File: src/rtl/dp_fpu_pkg.sv
// Shared FPU types: exception-flag vector, flag bit positions, the canonical quiet NaN
// and the default adder retire entry.
package dp_fpu_pkg;
  typedef logic [4:0] fflags_t;

  localparam int FF_NV = 4;
  localparam int FF_DZ = 3;
  localparam int FF_OF = 2;
  localparam int FF_UF = 1;
  localparam int FF_NX = 0;

  localparam logic [63:0] DP_QNAN = 64'h7FF8_0000_0000_0000;
  localparam int          DP_TAG_W = 5;

  typedef struct packed {
    logic [63:0]         result;
    logic [DP_TAG_W-1:0] tag;
    fflags_t             flags;
  } dp_add_entry_t;

  // The adder never divides, so DZ is always clear.
  function automatic fflags_t pack_flags(input logic nv, input logic of_, input logic uf,
                                         input logic nx);
    fflags_t f;
    f        = '0;
    f[FF_NV] = nv;
    f[FF_DZ] = 1'b0;
    f[FF_OF] = of_;
    f[FF_UF] = uf;
    f[FF_NX] = nx;
    return f;
  endfunction
endpackage

File: src/rtl/dp_add_result_stage_if.sv
// Adder-to-retire-stage and retire-stage-to-writeback handshakes bundled in one interface.
interface dp_add_result_if #(parameter int TAG_W = 5);
  import dp_fpu_pkg::*;
  logic             in_valid;
  logic             in_ready;
  logic [63:0]      in_result;
  logic             in_nv, in_of, in_uf, in_nx;
  logic [TAG_W-1:0] in_tag;
  logic             out_valid;
  logic             out_ready;
  logic [63:0]      out_result;
  logic [TAG_W-1:0] out_tag;
  fflags_t          out_fflags;

  modport slave (
    input  in_valid, in_result, in_nv, in_of, in_uf, in_nx, in_tag, out_ready,
    output in_ready, out_valid, out_result, out_tag, out_fflags
  );
  modport master (
    output in_valid, in_result, in_nv, in_of, in_uf, in_nx, in_tag, out_ready,
    input  in_ready, out_valid, out_result, out_tag, out_fflags
  );
endinterface

File: src/rtl/dp_result_fifo.sv
// DEPTH-entry in-order FIFO with wrap-bit pointers; flush drops everything by snapping rd to wr.
module dp_result_fifo
  import dp_fpu_pkg::*;
#(
  parameter int  DEPTH = 2,
  parameter type T     = dp_add_entry_t,
  localparam int AW    = $clog2(DEPTH),
  localparam int PW    = AW + 1
) (
  input  logic          clk,
  input  logic          rst_n,
  input  logic          push,
  input  T              wdata,
  input  logic          pop,
  input  logic          flush,
  output T              rdata,
  output logic          empty,
  output logic          full,
  output logic [PW-1:0] count
);
  T              mem [DEPTH];
  logic [PW-1:0] wr_ptr, rd_ptr;

  assign empty = (wr_ptr == rd_ptr);
  assign full  = (wr_ptr[AW] != rd_ptr[AW]) && (wr_ptr[AW-1:0] == rd_ptr[AW-1:0]);
  assign count = wr_ptr - rd_ptr;
  assign rdata = mem[rd_ptr[AW-1:0]];

  always_ff @(posedge clk or negedge rst_n) begin
    if (!rst_n) begin
      wr_ptr <= '0;
      rd_ptr <= '0;
    end else begin
      if (push && !full) wr_ptr <= wr_ptr + 1'b1;
      if (flush)                rd_ptr <= wr_ptr;
      else if (pop && !empty)   rd_ptr <= rd_ptr + 1'b1;
    end
  end

  always_ff @(posedge clk) begin
    if (push && !full) mem[wr_ptr[AW-1:0]] <= wdata;
  end
endmodule

File: src/rtl/dp_add_result_stage.sv
// Retire stage after the DP adder: queues result/tag/flags for writeback and accrues sticky
// fflags. Define DP_ADD_FLAG_ACCRUE_EN to build the sticky register and its CSR write port.
module dp_add_result_stage
  import dp_fpu_pkg::*;
#(
  parameter int  DEPTH = 2,
  parameter int  TAG_W = 5,
  localparam int CW    = $clog2(DEPTH) + 1
) (
  input  logic              clk,
  input  logic              rst_n,
  dp_add_result_if.slave    io,
  input  logic              flush,
  input  logic              fflags_wr,
  input  fflags_t           fflags_wdata,
  output fflags_t           fflags_o,
  output logic [CW-1:0]     count
);
  typedef struct packed {
    logic [63:0]      result;
    logic [TAG_W-1:0] tag;
    fflags_t          flags;
  } entry_t;

  entry_t wr_entry, head;
  logic   empty, full, push, pop, rdy_en;

  // Holds in_ready low until the first clock edge after reset release.
  always_ff @(posedge clk or negedge rst_n) begin
    if (!rst_n) rdy_en <= 1'b0;
    else        rdy_en <= 1'b1;
  end

  // Registered state only: out_ready never reaches in_ready.
  assign io.in_ready  = rdy_en & ~full & ~flush;
  assign push         = io.in_valid & io.in_ready;
  assign io.out_valid = ~empty;
  assign pop          = io.out_valid & io.out_ready;

  assign wr_entry.result = io.in_result;
  assign wr_entry.tag    = io.in_tag;
  assign wr_entry.flags  = pack_flags(io.in_nv, io.in_of, io.in_uf, io.in_nx);

  dp_result_fifo #(.DEPTH(DEPTH), .T(entry_t)) u_fifo (
    .clk   (clk),
    .rst_n (rst_n),
    .push  (push),
    .wdata (wr_entry),
    .pop   (pop),
    .flush (flush),
    .rdata (head),
    .empty (empty),
    .full  (full),
    .count (count)
  );

  assign io.out_result = empty ? '0 : head.result;
  assign io.out_tag    = empty ? '0 : head.tag;
  assign io.out_fflags = empty ? '0 : head.flags;

`ifdef DP_ADD_FLAG_ACCRUE_EN
  fflags_t fflags_q;
  // A popped entry's flags are ORed over a same-cycle CSR write.
  always_ff @(posedge clk or negedge rst_n) begin
    if (!rst_n) fflags_q <= '0;
    else        fflags_q <= (fflags_wr ? fflags_wdata : fflags_q) | (pop ? head.flags : '0);
  end
  assign fflags_o = fflags_q;
`else
  logic unused_csr;
  assign unused_csr = ^{fflags_wr, fflags_wdata};
  assign fflags_o   = '0;
`endif
endmodule
File: src/flat_wrapper.sv
// flat-port wrapper written by rule: the top's interface ports become plain ports
module dp_add_result_stage_flat import dp_fpu_pkg::*;
#(
  parameter int  DEPTH = 2,
  parameter int  TAG_W = 5,
  localparam int CW    = $clog2(DEPTH) + 1
)
  (clk, rst_n, flush, fflags_wr, fflags_wdata, fflags_o, count, io_in_valid, io_in_result, io_in_nv, io_in_of, io_in_uf, io_in_nx, io_in_tag, io_out_ready, io_in_ready, io_out_valid, io_out_result, io_out_tag, io_out_fflags);
  dp_add_result_if #(.TAG_W(TAG_W)) io_i ();
  input  logic clk;
  input  logic rst_n;
  input  logic flush;
  input  logic fflags_wr;
  input  fflags_t fflags_wdata;
  output fflags_t fflags_o;
  output logic [CW-1:0] count;
  input wire logic [$bits(io_i.in_valid)-1:0] io_in_valid;
  input wire logic [$bits(io_i.in_result)-1:0] io_in_result;
  input wire logic [$bits(io_i.in_nv)-1:0] io_in_nv;
  input wire logic [$bits(io_i.in_of)-1:0] io_in_of;
  input wire logic [$bits(io_i.in_uf)-1:0] io_in_uf;
  input wire logic [$bits(io_i.in_nx)-1:0] io_in_nx;
  input wire logic [$bits(io_i.in_tag)-1:0] io_in_tag;
  input wire logic [$bits(io_i.out_ready)-1:0] io_out_ready;
  output wire logic [$bits(io_i.in_ready)-1:0] io_in_ready;
  output wire logic [$bits(io_i.out_valid)-1:0] io_out_valid;
  output wire logic [$bits(io_i.out_result)-1:0] io_out_result;
  output wire logic [$bits(io_i.out_tag)-1:0] io_out_tag;
  output wire logic [$bits(io_i.out_fflags)-1:0] io_out_fflags;
  assign io_i.in_valid = io_in_valid;
  assign io_i.in_result = io_in_result;
  assign io_i.in_nv = io_in_nv;
  assign io_i.in_of = io_in_of;
  assign io_i.in_uf = io_in_uf;
  assign io_i.in_nx = io_in_nx;
  assign io_i.in_tag = io_in_tag;
  assign io_i.out_ready = io_out_ready;
  assign io_in_ready = io_i.in_ready;
  assign io_out_valid = io_i.out_valid;
  assign io_out_result = io_i.out_result;
  assign io_out_tag = io_i.out_tag;
  assign io_out_fflags = io_i.out_fflags;
  dp_add_result_stage #(.DEPTH(DEPTH), .TAG_W(TAG_W)) u_core (.clk(clk), .rst_n(rst_n), .io(io_i), .flush(flush), .fflags_wr(fflags_wr), .fflags_wdata(fflags_wdata), .fflags_o(fflags_o), .count(count));
endmodule
File: config.mk
export PLATFORM = sky130hd
export DESIGN_NAME = dp_add_result_stage_flat
export DESIGN_NICKNAME = d
export VERILOG_FILES = /design/src/rtl/dp_fpu_pkg.sv /design/src/rtl/dp_add_result_stage_if.sv /design/src/rtl/dp_result_fifo.sv /design/src/rtl/dp_add_result_stage.sv /design/src/flat_wrapper.sv
export SDC_FILE = /design/constraint.sdc
export NUM_CORES = 1
export LEC_CHECK = 0
export BUFFER_PORTS_ARGS = -buffer_cell sky130_fd_sc_hd__buf_2
export CORE_UTILIZATION = 40
export CTS_CLUSTER_SIZE = 16
export DETAILED_ROUTE_END_ITERATION = 8
export REMOVE_ABC_BUFFERS = 1
export SLEW_MARGIN = 20
export SYNTH_ARGS = -nofsm -noshare
export SYNTH_HDL_FRONTEND = slang
export SYNTH_SLANG_ARGS = --single-unit
File: constraint.sdc
create_clock -name clk -period 8 [get_ports clk]
set_input_delay 0.4 -clock clk [delete_from_list [all_inputs] [get_ports clk]]
set_output_delay 0.4 -clock clk [all_outputs]
set_load 0.01 [all_outputs]
Yosys cells after proc, flatten, opt, wreduce, memory -nomap -nowiden
Memory sizes are Yosys's and may differ from the RTL's.
Index checks and enable logic that the tools add are counted.
{ "classes": {"n_addsub": 3, "eq_ne": 3, "muxes": 7, "bitwise_logic": 7, "reduce_logical": 6} }
{ "ops": {"columns": ["op", "n"], "rows": [
  ["$mux W64", 1],
  ["$mux W5", 2],
  ["$add A2 B1 Y2 const B", 2],
  ["$and A1 B1 Y1", 4],
  ["$mux W2", 2],
  ["$logic_and A1 B1 Y1", 3],
  ["$not A1 Y1", 3],
  ["$eq A2 B2 Y1", 1],
  ["$logic_not A1 Y1", 2],
  ["$mux W1", 2],
  ["$reduce_bool A2 Y1", 1],
  ["$sub A2 B2 Y2", 1],
  ["$eq A1 B1 Y1", 1],
  ["$ne A1 B1 Y1", 1]
]} }
{ "word_totals": {"reg_bits": 5, "mem_bits_rw": 146, "output_inout_bits": 83, "wordCells": 30, "memories": 1} }
{ "mem_list": {"columns": ["name", "depth", "word_bits", "read_ports", "rd_ports_with_merged_regs", "write_ports", "line", "text"], "rows": [
  ["u_core.u_fifo.mem", 2, 73, 1, 0, 1, "dp_result_fifo.sv:21", "T mem [DEPTH];"]
]} }

Logic depth before layout (Yosys ltp)
Gate-level depths: netlist of the first run.
{ "logic_depth": {"ltp_word": 9, "depth_mapped": 7, "depth_no_buf": 5} }

Modules after synthesis
From an unflattened synthesis of the first run, not the netlist that was laid out.
{ "hier_totals": {"cells_unflattened": 356, "hier_area_um2": 6227.2} }
{ "modules_own_cells": {"columns": ["mod", "instances", "cells_per_inst", "area_per_inst_um2"], "rows": [
  ["dp_result_fifo", 1, 262, 5599.1],
  ["dp_add_result_stage", 1, 94, 628.1]
]} }

Worst setup path after synthesis of the first run
OpenSTA, ideal clock, no wires.
{ "synth_path": {"path_kind": "register -> register", "from": "reg u_core.u_fifo.wr_ptr[0]", "to": "mem u_core.u_fifo.mem[0][0] (netlist name) (enable)", "arrival_time_ps": 6036, "required_ps": 7406, "slack_ps": 1370, "stages_incl_launch_ff": 6, "path_buffers": 0, "period_less_slack_ps": 6630, "cell_sequence": "dfrtp_1 > inv_1 > ha_1 > inv_1 > nor2_1 > nor3_1"} }
{ "synth_between": {"elab_chain_cells": 9, "word_cells_on_any_way": 10} }
{ "synth_rtl": {"columns": ["item", "line", "text"], "rows": [
  ["start: declaration", "dp_result_fifo.sv:22", "logic [PW-1:0] wr_ptr, rd_ptr;"],
  ["start signal: assignment", "dp_result_fifo.sv:34", "if (push && !full) wr_ptr <= wr_ptr + 1'b1;"],
  ["$eq A1 B1 Y1", "dp_result_fifo.sv:25", "assign full = (wr_ptr[AW] != rd_ptr[AW]) && (wr_ptr[AW-1:0] == rd_ptr[AW-1:0]);"],
  ["$logic_and A1 B1 Y1", "dp_result_fifo.sv:25", null],
  ["$not A1 Y1", "dp_add_result_stage.sv:35", "assign io.in_ready = rdy_en & ~full & ~flush;"],
  ["$and A1 B1 Y1 (2 in a row)", "dp_add_result_stage.sv:35", null],
  ["$and A1 B1 Y1", "dp_add_result_stage.sv:36", "assign push = io.in_valid & io.in_ready;"],
  ["$logic_and A1 B1 Y1", "dp_result_fifo.sv:41", "if (push && !full) mem[wr_ptr[AW-1:0]] <= wdata;"],
  ["$mux W1", "dp_result_fifo.sv:41", null],
  ["$mux W1 (implied by the code)", "dp_result_fifo.sv:41", null],
  ["end: declaration", "dp_result_fifo.sv:21", null]
]} }
Several ways; a longest one is shown, not always the timed one.

Worst setup path in the final report of the first run
{ "layout_path": {"from": "reg u_core.u_fifo.rd_ptr[0]", "to": "out io_out_tag[1]"} }
{ "layout_between": {"elab_chain_cells": 2, "word_cells_on_any_way": 3} }
{ "layout_rtl": {"columns": ["item", "line", "text"], "rows": [
  ["start: declaration", "dp_result_fifo.sv:22", null],
  ["start signal: assignment", "dp_result_fifo.sv:35", "if (flush) rd_ptr <= wr_ptr;"],
  ["start signal: assignment", "dp_result_fifo.sv:36", "else if (pop && !empty) rd_ptr <= rd_ptr + 1'b1;"],
  ["$mem_v2 Z2 W73 or $eq A2 B2 Y1 (tied branches)", null, null],
  ["$mux W5 (*)", "dp_add_result_stage.sv:58", "assign io.out_tag = empty ? '0 : head.tag;"],
  ["end: declaration", "flat_wrapper.sv:28", "output wire logic [$bits(io_i.out_tag)-1:0] io_out_tag;"]
]} }
Every way passes the cells marked *; elsewhere a longest branch is shown, timed or not.

==> reports/qor.txt, run 1 <==
status = finished clean
Peak Freq = 277 MHz
Post-Syn Area = 5920 um^2
Slew Viols, Final = 0
routed vias/inst = 4.69
CTS root buffer = clkbuf_16
clk sinks = 151
Net Sw Frac = 34.4%
CTS buffer count = 17
met3 WL post-DR = 808 um
fin nets = 600
#FFs+latches synth = 151
Ant. Diodes = 0
CP Class = reg2out
slowest stage cell, crit path = dfrtp_4
Core Region = 14,500 um^2
minimum clock period = 3610 ps
num rows = 44
vias in the first global route = 3,318
Int Pwr = 1.91 mW
Synth area leaders = edfxtp_1, mux2i_1, nor2_1
Synth async-reset ratio = 3.31%
post-synth top area share = 74.1%
Seq pwr share = 35.3%
CTS tree = yes
Tot GR Track Use = 14.5%
Skew-Pair Late Insertion Delay = 410 ps
Worst setup SP type = register
Slew @ Worst Pin = 976 ps
Reg area = 4510 um^2
most frequent cell after synthesis = edfxtp_1
final setup skew = 5.53 ps
Die Wd = 124 um
grt ovf = 0
Post-synth EDFFs = 146
Rel. slew slack = 34.8%
Reg clk slew, reported paths = 60 ps
M1 WL = 4550 um
Commonest cells post-synth = edfxtp_1, nor2_1, mux2i_1
max incr delay on CP = 730 ps
mean area per synthesized cell = 16.6 um^2
crit-path cells = ha_1 -> inv_1 -> nor2_4 -> buf_4 -> nor2_1 -> buf_2
area of the multi-input gates = 1250 um^2
Synthesis Warnings = 0
CP endpoint kind = primary output
PnR worst setup slack = 4390 ps
routed vias = 3,338
top_reg_cell synth = edfxtp_1
clock buffer depth = 2
leak pwr = 3.02 nW
area delta synth->final = 25.7%
initial DRC count = 209
Worst Hold Class = in2reg
fillers = 1,268
Post-CTS Resized = 0
largest net degree at the start of global routing = 55
share of cells above drive strength 1 = 36.7%
RSZ-0062 raised after global routing = false
# hold bufs at CTS = 1
crit-path leading delay family = buffers and inverters
Top Ports = 167
Post-Place Setup Slack = 4500 ps
Clk pwr share = 28.1%
antenna viol nets, final = 0
combinational power share = 36.6%
routed len/inst = 15.1 um
net switching power = 1.00 mW
Final Hold Fails = 0
Die Footprint = 15,300 um^2
TritonRoute pass-1 iters = 4
first-pass GRT wire length = 16,300 um
worst path bufs/invs = 3
dominant cell type by area after synthesis = edfxtp_1
cell count after synthesis = 356
H-tree levels = 4
Top Metal Used = met4
Die Span Y = 124 um
synth unique cells = 26
final WL = 10,800 um
required time worst endpoint = 7600 ps
initial core utilization = 40.9%
post-CTS setup buffers = 0
routability cong. = 0.774
CP Max Fanout = 54
residual DRC count = 0
critical path data arrival time = 3210 ps
dpl hpwl = 6750 um
fraction of the yosys area taken by sequential cells = 76.2%
initial antenna violation count = 0
worst vdd ir = 0.307 mV
I/O Buffers = 154
Finish-stage setup viols = 0
setup TNS = 0 ps
met2 wire len = 5220 um
Max-cap violations = 0
P per Cell Area = 391 nW/um^2
Tcrit/Tclk final = 45.1%
## worst register-to-register path, delay by kind of cell, from the launching register on
family        cells  cell delay (ps)
flops             1              850
buf+inv           2              810
simple gates      2              910
fa+ha+maj         1              430
## cells by family after synthesis
logic type | Yosys count | share of synthesized area, %
flip-flops | 151 | 76.2
AND/OR/NAND/NOR | 90 | 6.24
multiplexers | 74 | 12.5
buffers and inverters | 28 | 3.32
AO/OA/AOI/OAI | 6 | 0.613
XOR/XNOR | 4 | 0.719
other | 2 | 0.127
adder cells (fa/ha/maj) | 1 | 0.211
## cell type report
cell class / instances / area share, %
Timing Repair Buffer: 160 / 11.0
Tap cell: 184 / 3.10
Sequential cell: 151 / 60.7
Multi-Input combinational cell: 182 / 16.8
Clock inverter: 8 / 1.65
Clock buffer: 24 / 6.61
Inverter: 3 / 0.151
## power by group through the flow
stage | combinational (mW) | sequential (mW) | clock, mW
floorplan | 0.648 | 1.07 | 0
global placement | 1.08 | 1.04 | 0
detailed placement | 1.09 | 1.05 | 0
CTS | 1.10 | 1.03 | 0.834
global route | 1.19 | 1.04 | 0.864
finish | 1.07 | 1.03 | 0.816
## metrics by stage
| step | instance area, um^2 | power (mW) | util [%] | cells | hold slack [ps] |
|---|---|---|---|---|---|
| floorplan | 5750 | 1.72 | - | 336 | 104 |
| global placement | 6810 | 2.12 | 47.0 | 679 | 223 |
| finish | 7440 | 2.91 | 51.4 | 712 | 172 |
| global route | 7440 | 3.09 | 51.4 | 712 | 150 |
| detailed placement | 6810 | 2.14 | 47.0 | 679 | 227 |
| CTS | 7440 | 2.96 | 51.4 | 712 | 147 |
## metal layers
layer | vias to the layer above | GRT usage (%)
met5 | - | 0
met4 | 0 | 7.23
met1 | 1598 | 16.8
met2 | 109 | 23.4
met3 | 14 | 5.63
li1 | 1617 | -
## flip-flops by register name, indices dropped and copies added, names as in the netlist
| name | cells |
|---|---|
| u_core.u_fifo.mem | 146 |
| u_core.rdy_en | 1 |
| u_core.u_fifo.wr_ptr | 2 |
| u_core.u_fifo.rd_ptr | 2 |
## layout by cell type, fill, tap and decap left out, drive strengths merged, types with 2 or more instances in the layout
| master | netlist | routed |
|---|---|---|
| a21oi | 2 | 2 |
| nand2 | 2 | 2 |
| conb | 2 | 7 |
| edfxtp | 146 | 146 |
| xnor2 | 3 | 3 |
| mux2i | 73 | 73 |
| nor3b | 2 | 2 |
| inv | 3 | 3 |
| nor3 | 2 | 2 |
| nand3 | 2 | 2 |
| nor2 | 77 | 77 |
| nand4b | 2 | 2 |
| clkinvlp | 0 | 3 |
| clkbuf | 1 | 24 |
| clkinv | 0 | 2 |
| bufinv | 0 | 3 |
| dfrtp | 5 | 5 |
| o21ai | 2 | 2 |
| buf | 24 | 159 |
## path summary, 6_finish.rpt
path,from,cells after the start,endpoint,slack (ps)
max,u_core.u_fifo.rd_ptr[0]$_DFFE_PN0P_,6,io_out_tag[1],4390
min,io_in_result[46],1,u_core.u_fifo.mem[0][55]$_DFFE_PP_,170
max reg2reg,u_core.u_fifo.rd_ptr[0]$_DFFE_PN0P_,5,u_core.u_fifo.mem[1][24]$_DFFE_PP_,4600
min reg2reg,u_core.u_fifo.wr_ptr[0]$_DFFE_PN0P_,2,u_core.u_fifo.wr_ptr[0]$_DFFE_PN0P_,640
max in group asynchronous,rst_n,2,u_core.u_fifo.rd_ptr[0]$_DFFE_PN0P_,7490
min in group asynchronous,rst_n,2,u_core.rdy_en$_DFF_PN0_,350
(Power assumes the default switching activity.)
==> run 2: changes to the inputs <==
--- a/config.mk
+++ b/config.mk
@@ -5,10 +5,12 @@
 export SDC_FILE = /design/constraint.sdc
 export NUM_CORES = 1
 export LEC_CHECK = 0
+export ABC_AREA = 1
 export BUFFER_PORTS_ARGS = -buffer_cell sky130_fd_sc_hd__buf_2
 export CORE_UTILIZATION = 40
 export CTS_CLUSTER_SIZE = 16
 export DETAILED_ROUTE_END_ITERATION = 8
+export PLACE_DENSITY = 0.66
 export REMOVE_ABC_BUFFERS = 1
 export SLEW_MARGIN = 20
 export SYNTH_ARGS = -nofsm -noshare
==> constraint.sdc (replaced) <==
create_clock -name clk -period 3.14 [get_ports clk]
set_input_delay 0.157 -clock clk [delete_from_list [all_inputs] [get_ports clk]]
set_output_delay 0.157 -clock clk [all_outputs]
set_load 0.01 [all_outputs]
==> run 2 against run 1 <==
Flip-flop and latch count unchanged. Die area rose by 9.5%. Wire length increased by 18%. Via count is 34% higher. Area after synthesis rose by 9.7%. Hold slack got worse by 130 ps. Critical path type unchanged.
==> reports/qor.txt, run 2 <==
status = finished clean
Final Hold Fails = 0 (unchanged)
most common cell after layout, fill and taps aside = nand2_1
first-pass GRT wire length = 19,200 um (+18%)
Core Region = 15,900 um^2 (+9.7%)
WHS Path Cells = 3 (+2)
minimum clock period = 2470 ps
post-route cell area = 8710 um^2 (+17%)
Worst R2R Setup Slack = 760 ps (-3840 ps)
Synthesis Warnings = 0 (unchanged)
dominant cell type by area after synthesis = edfxtp_1
routed vias = 4,488 (+34%)
H-tree levels = 4 (unchanged)
post-synthesis xor/xnor area fraction = 0.270% (-0.45 points)
max incr delay on CP = 380 ps (-350 ps)
Slew Viols, Final = 0 (unchanged)
fin nets = 906 (+51%)
Synth async-reset ratio = 3.31% (unchanged)
Slew @ Worst Pin = 845 ps (-131 ps)
#FFs+latches synth = 151 (unchanged)
vias in the first global route = 3,997 (+20%)
most used cell, CP = inv_1
Worst setup SP type = register
final WL = 12,700 um (+18%)
crit-path leading delay family = buffers and inverters
worst vdd ir = 0.603 mV (+97%)
leak pwr = 4.15 nW (+37%)
routed len/inst = 12.1 um (-20%)
Tot GR Track Use = 15.3% (+0.83 points)
required time worst endpoint = 2980 ps (-4620 ps)
HP Start = io_in_valid
Compound-Gate Fraction of Synth Area = 0.0771% (-0.54 points)
Synth area leaders = edfxtp_1, nand2_1, nand2_2
Total Power = 7.90 mW (+170%)
clock buffer depth = 2 (unchanged)
commonest cells after routing, fill and taps aside = nand2_1, buf_2, edfxtp_1
Hold Path Sink = u_core.u_fifo.wr_ptr[1]$_DFFE_PN0P_
clk sinks = 151 (unchanged)
# hold bufs at CTS = 74 (+73)
r2r worst-path depth = 6 (+1)
Ant. Diodes = 0 (unchanged)
Commonest cells post-synth = nand2_1, edfxtp_1, inv_2, nand2_2, inv_1
CTS tree = yes
Post-Syn Area = 6490 um^2 (+9.7%)
CP endpoint kind = primary output
PnR worst setup slack = 673 ps (-3720 ps)
CTS buffer count = 17 (unchanged)
worst path bufs/invs = 4 (+1)
area delta synth->final = 34.3%
synth unique cells = 20 (-23%)
Post-Place Setup Slack = 717 ps (-3780 ps)
TritonRoute pass-1 iters = 4 (unchanged)
Skew-Pair Late Insertion Delay = 410 ps (about the same)
initial core utilization = 40.8% (about the same)
RSZ-0062 raised after global routing = false
Die Wd = 129 um (+4.6%)
simple-gate portion of the synthesized area = 21.0% (+15 points)
Top Ports = 167 (unchanged)
reg2reg start = u_core.u_fifo.wr_ptr[0]$_DFFE_PN0P_
largest net degree at the start of global routing = 77 (+40%)
Max-cap violations = 0 (unchanged)
critical path data arrival time = 2310 ps (-900 ps)
max FFs per register = 146 (unchanged)
RR Endpoint = u_core.u_fifo.mem[0][7]$_DFFE_PP_
Die Span Y = 129 um (+4.6%)
Post-Layout Cell Count = 1,050 (+47%)
Post-CTS Resized = 0 (unchanged)
Reg clk slew, reported paths = 60 ps (about the same)
Peak Freq = 405 MHz
mux share of post-synthesis cell area = 0% (-13 points)
Post-synth EDFFs = 146 (unchanged)
Die Footprint = 16,700 um^2 (+9.5%)
I/O Buffers = 154 (unchanged)
slowest stage cell, crit path = dfrtp_1
fraction of the yosys area taken by sequential cells = 69.5% (-6.7 points)
Finish-stage setup viols = 0 (unchanged)
cell count after synthesis = 591 (+66%)
CP Max Fanout = 20 (-63%)
residual DRC count = 0 (unchanged)
routed vias/inst = 4.27 (-8.8%)
Tcrit/Tclk final = 78.6%
initial antenna violation count = 0 (unchanged)
final setup skew = 9.76 ps (+4.23 ps)
CTS root buffer = clkbuf_16
share of cells above drive strength 1 = 35.6% (-1.1 points)
antenna viol nets, final = 0 (unchanged)
initial DRC count = 218 (+4.3%)
Adder-Cell Fraction of Synth Area = 0.193% (-0.019 points)
fillers = 1,399 (+10%)
mean area per synthesized cell = 11.0 um^2 (-34%)
Worst Hold Class = in2reg
num rows = 46 (+4.5%)
post-CTS setup buffers = 0 (unchanged)
most frequent cell after synthesis = nand2_1
main combinational cell family by area after synthesis = simple AND/OR/NAND/NOR gates
routability cong. = 0.745 (-3.8%)
crit-path cells = inv_1 -> ha_1 -> nand3_4 -> buf_4 -> nand2_1 -> inv_1 -> buf_2
Cell Count Post-Placement = 944 (+39%)
CP Class = reg2out
dpl hpwl = 7300 um (+8.3%)
top_reg_cell synth = edfxtp_1
Rel. slew slack = 43.7% (+8.9 points)
Worst path depth = 7 (+1)
grt ovf = 0 (unchanged)
post-synth top area share = 67.6% (-6.5 points)
P per Cell Area = 907 nW/um^2 (+130%)
setup TNS = 0 ps (unchanged)
Post-DP Area = 7390 um^2 (+8.5%)
[run 2: area by class of cell]
class | count | area [um^2] | share of cell area, %
tap | 216 | 270 | 3.10
inverter | 82 | 309 | 3.55
multi-input combinational | 333 | 1430 | 16.4
timing repair buffer | 236 | 1610 | 18.5
sequential | 151 | 4510 | 51.8
clock buffer | 23 | 458 | 5.26
clock inverter | 9 | 126 | 1.45
[run 2: how the worst max path moves through the flow]
stage	from	end	slack, ps
after detailed placement	u_core.u_fifo.wr_ptr[0]$_DFFE_PN0P_	u_core.u_fifo.mem[0][66]$_DFFE_PP_	720
after CTS	u_core.u_fifo.wr_ptr[0]$_DFFE_PN0P_	io_out_result[20]	620
final	u_core.u_fifo.wr_ptr[0]$_DFFE_PN0P_	io_out_result[49]	670
after global placement	u_core.u_fifo.wr_ptr[0]$_DFFE_PN0P_	u_core.u_fifo.mem[0][22]$_DFFE_PP_	730
after floorplan	u_core.u_fifo.rd_ptr[0]$_DFFE_PN0P_	u_core.u_fifo.mem[1][0]$_DFFE_PP_	-2580
after global routing	u_core.u_fifo.wr_ptr[0]$_DFFE_PN0P_	io_out_result[20]	480
[run 2: logic make-up (layout without fill, tap and decap cells)]
| family | Yosys count | in the layout |
|---|---|---|
| compound gates | 1 | 1 |
| xor+xnor | 2 | 2 |
| fa+ha+maj | 1 | 1 |
| buf+inv | 112 | 350 |
| flops | 151 | 151 |
| other cells | 2 | 7 |
| simple gates | 322 | 322 |
[run 2: per-layer routing]
| metal | share of wire, % | global-route usage, % | vias up |
|---|---|---|---|
| li1 | - | - | 2293 |
| met2 | 50 | 26.3 | 116 |
| met1 | 44 | 18.1 | 2064 |
| met5 | 0 | 0 | - |
| met3 | 4.9 | 5.04 | 15 |
| met4 | 1.1 | 5.05 | 0 |
[run 2: where the power goes]
group	switching (mW)	internal [mW]
sequential	0.0568	2.40
combinational	2.22	1.22
clock	0.740	1.27
[run 2: per-stage QoR]
step	hold slack (ps)	utilization, %
after floorplan	-139	-
after global placement	-17.9	46.5
after detailed placement	-19.4	46.5
after CTS	24.5	54.9
after global routing	31.5	54.9
final	43.6	54.9
[run 2: tightest hold or removal path: stages]
cell	delay [ps]
buf_2	110
nand4_1	80
nand2_1	60
==> run 3: changes to the inputs <==
--- a/config.mk
+++ b/config.mk
@@ -5,12 +5,11 @@
 export SDC_FILE = /design/constraint.sdc
 export NUM_CORES = 1
 export LEC_CHECK = 0
-export ABC_AREA = 1
+export ABC_AREA = 0
 export BUFFER_PORTS_ARGS = -buffer_cell sky130_fd_sc_hd__buf_2
 export CORE_UTILIZATION = 40
 export CTS_CLUSTER_SIZE = 16
 export DETAILED_ROUTE_END_ITERATION = 8
-export PLACE_DENSITY = 0.66
 export REMOVE_ABC_BUFFERS = 1
 export SLEW_MARGIN = 20
 export SYNTH_ARGS = -nofsm -noshare
==> constraint.sdc (replaced) <==
create_clock -name clk -period 2.5 [get_ports clk]
set_input_delay 0.125 -clock clk [delete_from_list [all_inputs] [get_ports clk]]
set_output_delay 0.125 -clock clk [all_outputs]
set_load 0.01 [all_outputs]
==> run 3 against run 2 <==
Clock power rose by 26%. Largest power group unchanged. Critical path depth unchanged. Via count fell by 19%. Global-route usage up 0.45 points. First-iteration DRC count fell by 26%. Setup slack worse by 490 ps. Die area shrank 8.7%. Sequential power grew 28%. Wire length shrank 9.9%. Final cell count decreased by 25%. Clock-buffer cell count shrank 3. Power grew 20%.
==> reports/qor.txt, run 3 (synthesized netlist as in run 1, its figures left out) <==
routed vias = 3,636 (-19%)
slowest stage cell, crit path = dfrtp_1
Tcrit/Tclk final = 92.5%
CTS root buffer = clkbuf_16
crit-path cells = inv_1 -> ha_1 -> inv_1 -> nor2_4 -> buf_6 -> nor2_1 -> buf_2
required time worst endpoint = 2380 ps (-600 ps)
grt ovf = 0 (unchanged)
Ant. Diodes = 0 (unchanged)
CTS tree = yes
first-pass GRT wire length = 17,700 um (-7.8%)
initial core utilization = 40.9% (about the same)
most common cell after layout, fill and taps aside = buf_2
commonest cells after routing, fill and taps aside = buf_2, edfxtp_1, nor2_1, dlygate4sd3_1, mux2i_1
Slew @ Worst Pin = 589 ps (-256 ps)
vias in the first global route = 3,697 (-7.5%)
Max-cap violations = 0 (unchanged)
CP Max Fanout = 37 (+85%)
Worst Hold Class = in2async
Finish-stage setup viols = 0 (unchanged)
Top Ports = 167 (unchanged)
crit-path leading delay family = buffers and inverters
Int Pwr = 6.21 mW (+27%)
initial antenna violation count = 0 (unchanged)
WHS = 85.4 ps (+41.8 ps)
Reg clk slew, reported paths = 60 ps (about the same)
fin nets = 676 (-25%)
dpl hpwl = 6790 um (-7.1%)
Die Wd = 124 um (-4.4%)
Die Footprint = 15,300 um^2 (-8.7%)
CP Class = reg2out
Tot GR Track Use = 15.8% (+0.45 points)
num rows = 44 (-4.3%)
worst vdd ir = 0.649 mV (+7.6%)
Clk pwr share = 26.8% (+1.4 points)
setup TNS = 0 ps (unchanged)
RSZ-0062 raised after global routing = false
Rel. slew slack = 60.7% (+17 points)
r2r worst-path depth = 6 (unchanged)
minimum clock period = 2310 ps
Seq pwr share = 33.1% (+2.0 points)
most used cell, CP = inv_1
max incr delay on CP = 400 ps (+20 ps)
I/O Buffers = 154 (unchanged)
Core Region = 14,500 um^2 (-8.9%)
status = finished clean
routed vias/inst = 4.61 (+8.0%)
area delta synth->final = 39.6%
Worst path depth = 7 (unchanged)
Slew Viols, Final = 0 (unchanged)
worst path bufs/invs = 4 (unchanged)
max FFs per register = 146 (unchanged)
residual DRC count = 0 (unchanged)
TritonRoute pass-1 iters = 7 (+3)
net switching power = 3.27 mW (+8.3%)
P per Cell Area = 1150 nW/um^2 (+27%)
antenna viol nets, final = 0 (unchanged)
routability cong. = 0.794 (+6.6%)
final WL = 11,500 um (-9.9%)
H-tree levels = 4 (unchanged)
share of cells above drive strength 1 = 32.6% (-3.0 points)
combinational power share = 40.1% (-3.4 points)
Net Sw Frac = 34.5% (-3.7 points)
routed len/inst = 14.5 um (+20%)
Worst setup SP type = register
clock buffer depth = 2 (unchanged)
initial DRC count = 162 (-26%)
clk sinks = 151 (unchanged)
leak pwr = 3.35 nW (-19%)
Die Span Y = 124 um (-4.4%)
Peak Freq = 433 MHz
CTS buffer count = 17 (unchanged)
critical path data arrival time = 2190 ps (-120 ps)
largest net degree at the start of global routing = 78 (+1.3%)
Final Hold Fails = 0 (unchanged)
final setup skew = 8.68 ps (-1.08 ps)
CP endpoint kind = primary output
Skew-Pair Late Insertion Delay = 410 ps (about the same)
Finished Core Util = 57.0% (+2.2 points)
-- run 3: cell types whose count changed in the layout (fill, tap and decap cells not counted), moves of 3 or more --
cell,delta
clkbuf_1,-3
buf_4,-5
mux2i_1,+73
nand2_2,-52
nand2_1,-260
inv_2,-52
clkinvlp_4,+3
nor2_1,+74
buf_12,+3
xnor2_1,+3
inv_1,-26
-- run 3: final cells by class --
| class | instances | area, um^2 |
|---|---|---|
| Multi-Input combinational cell | 182 | 1250 |
| Timing Repair Buffer | 236 | 1650 |
| Clock inverter | 12 | 153 |
| Clock buffer | 20 | 447 |
| Fill cell | 1197 | 6220 |
| Tap cell | 184 | 230 |
| Sequential cell | 151 | 4510 |
| Inverter | 3 | 11.3 |
-- run 3: worst register-to-register path, cell delays in order, from the launching register on --
cell and delay [ps]:
dfrtp_1 400, inv_1 90, ha_1 390, inv_1 180
nor2_1 130, nor3_2 370, buf_12 290
-- run 3: path summary, 6_finish.rpt --
kind | startpoint | to | slack (ps)
hold reg to reg | u_core.u_fifo.wr_ptr[1]$_DFFE_PN0P_ | u_core.u_fifo.wr_ptr[1]$_DFFE_PN0P_ | 640
min in group clk | flush | u_core.u_fifo.rd_ptr[1]$_DFFE_PN0P_ | 100
setup / recovery | u_core.u_fifo.wr_ptr[0]$_DFFE_PN0P_ | io_out_result[35] | 190
max in group asynchronous | rst_n | u_core.u_fifo.rd_ptr[0]$_DFFE_PN0P_ | 2270
hold / removal | rst_n | u_core.u_fifo.rd_ptr[0]$_DFFE_PN0P_ | 90
setup reg to reg | u_core.u_fifo.wr_ptr[0]$_DFFE_PN0P_ | u_core.u_fifo.mem[0][38]$_DFFE_PP_ | 310
-- run 3: power by group through the flow --
stage	Clock, mW	Combinational, mW	Sequential (mW)
detailed placement	0	3.76	3.19
CTS	2.60	3.87	3.14
global route	2.70	4.23	3.16
global placement	0	3.76	3.17
finish	2.54	3.81	3.14
floorplan	0	1.76	3.42
-- run 3: per-layer routing --
layer  vias to the layer above  GRT usage [%]  share of wire (%)
li1                       1770              -                  -
met1                      1732           18.7                 43
met2                       119           26.0                 49
met3                        15           4.81                5.4
met4                         0           8.06                1.9
met5                         -              0                  0
-- run 3: per-stage QoR --
step                cells  total power [mW]  worst slack (ps)  instance area (um^2)
floorplan             336              5.18             -6450                  5750
global placement      681              6.93               366                  6900
detailed placement    681              6.95               330                  6900
CTS                   788              9.60              73.8                  8250
global route          788              10.1              23.6                  8260
finish                788              9.48               188                  8260
-- run 3: timing repair --
action,CTS,global route
gates resized for setup,0,1
setup endpoints to repair,0,37
hold buffers,75,0
hold endpoints to repair,152,0
setup buffers,0,0
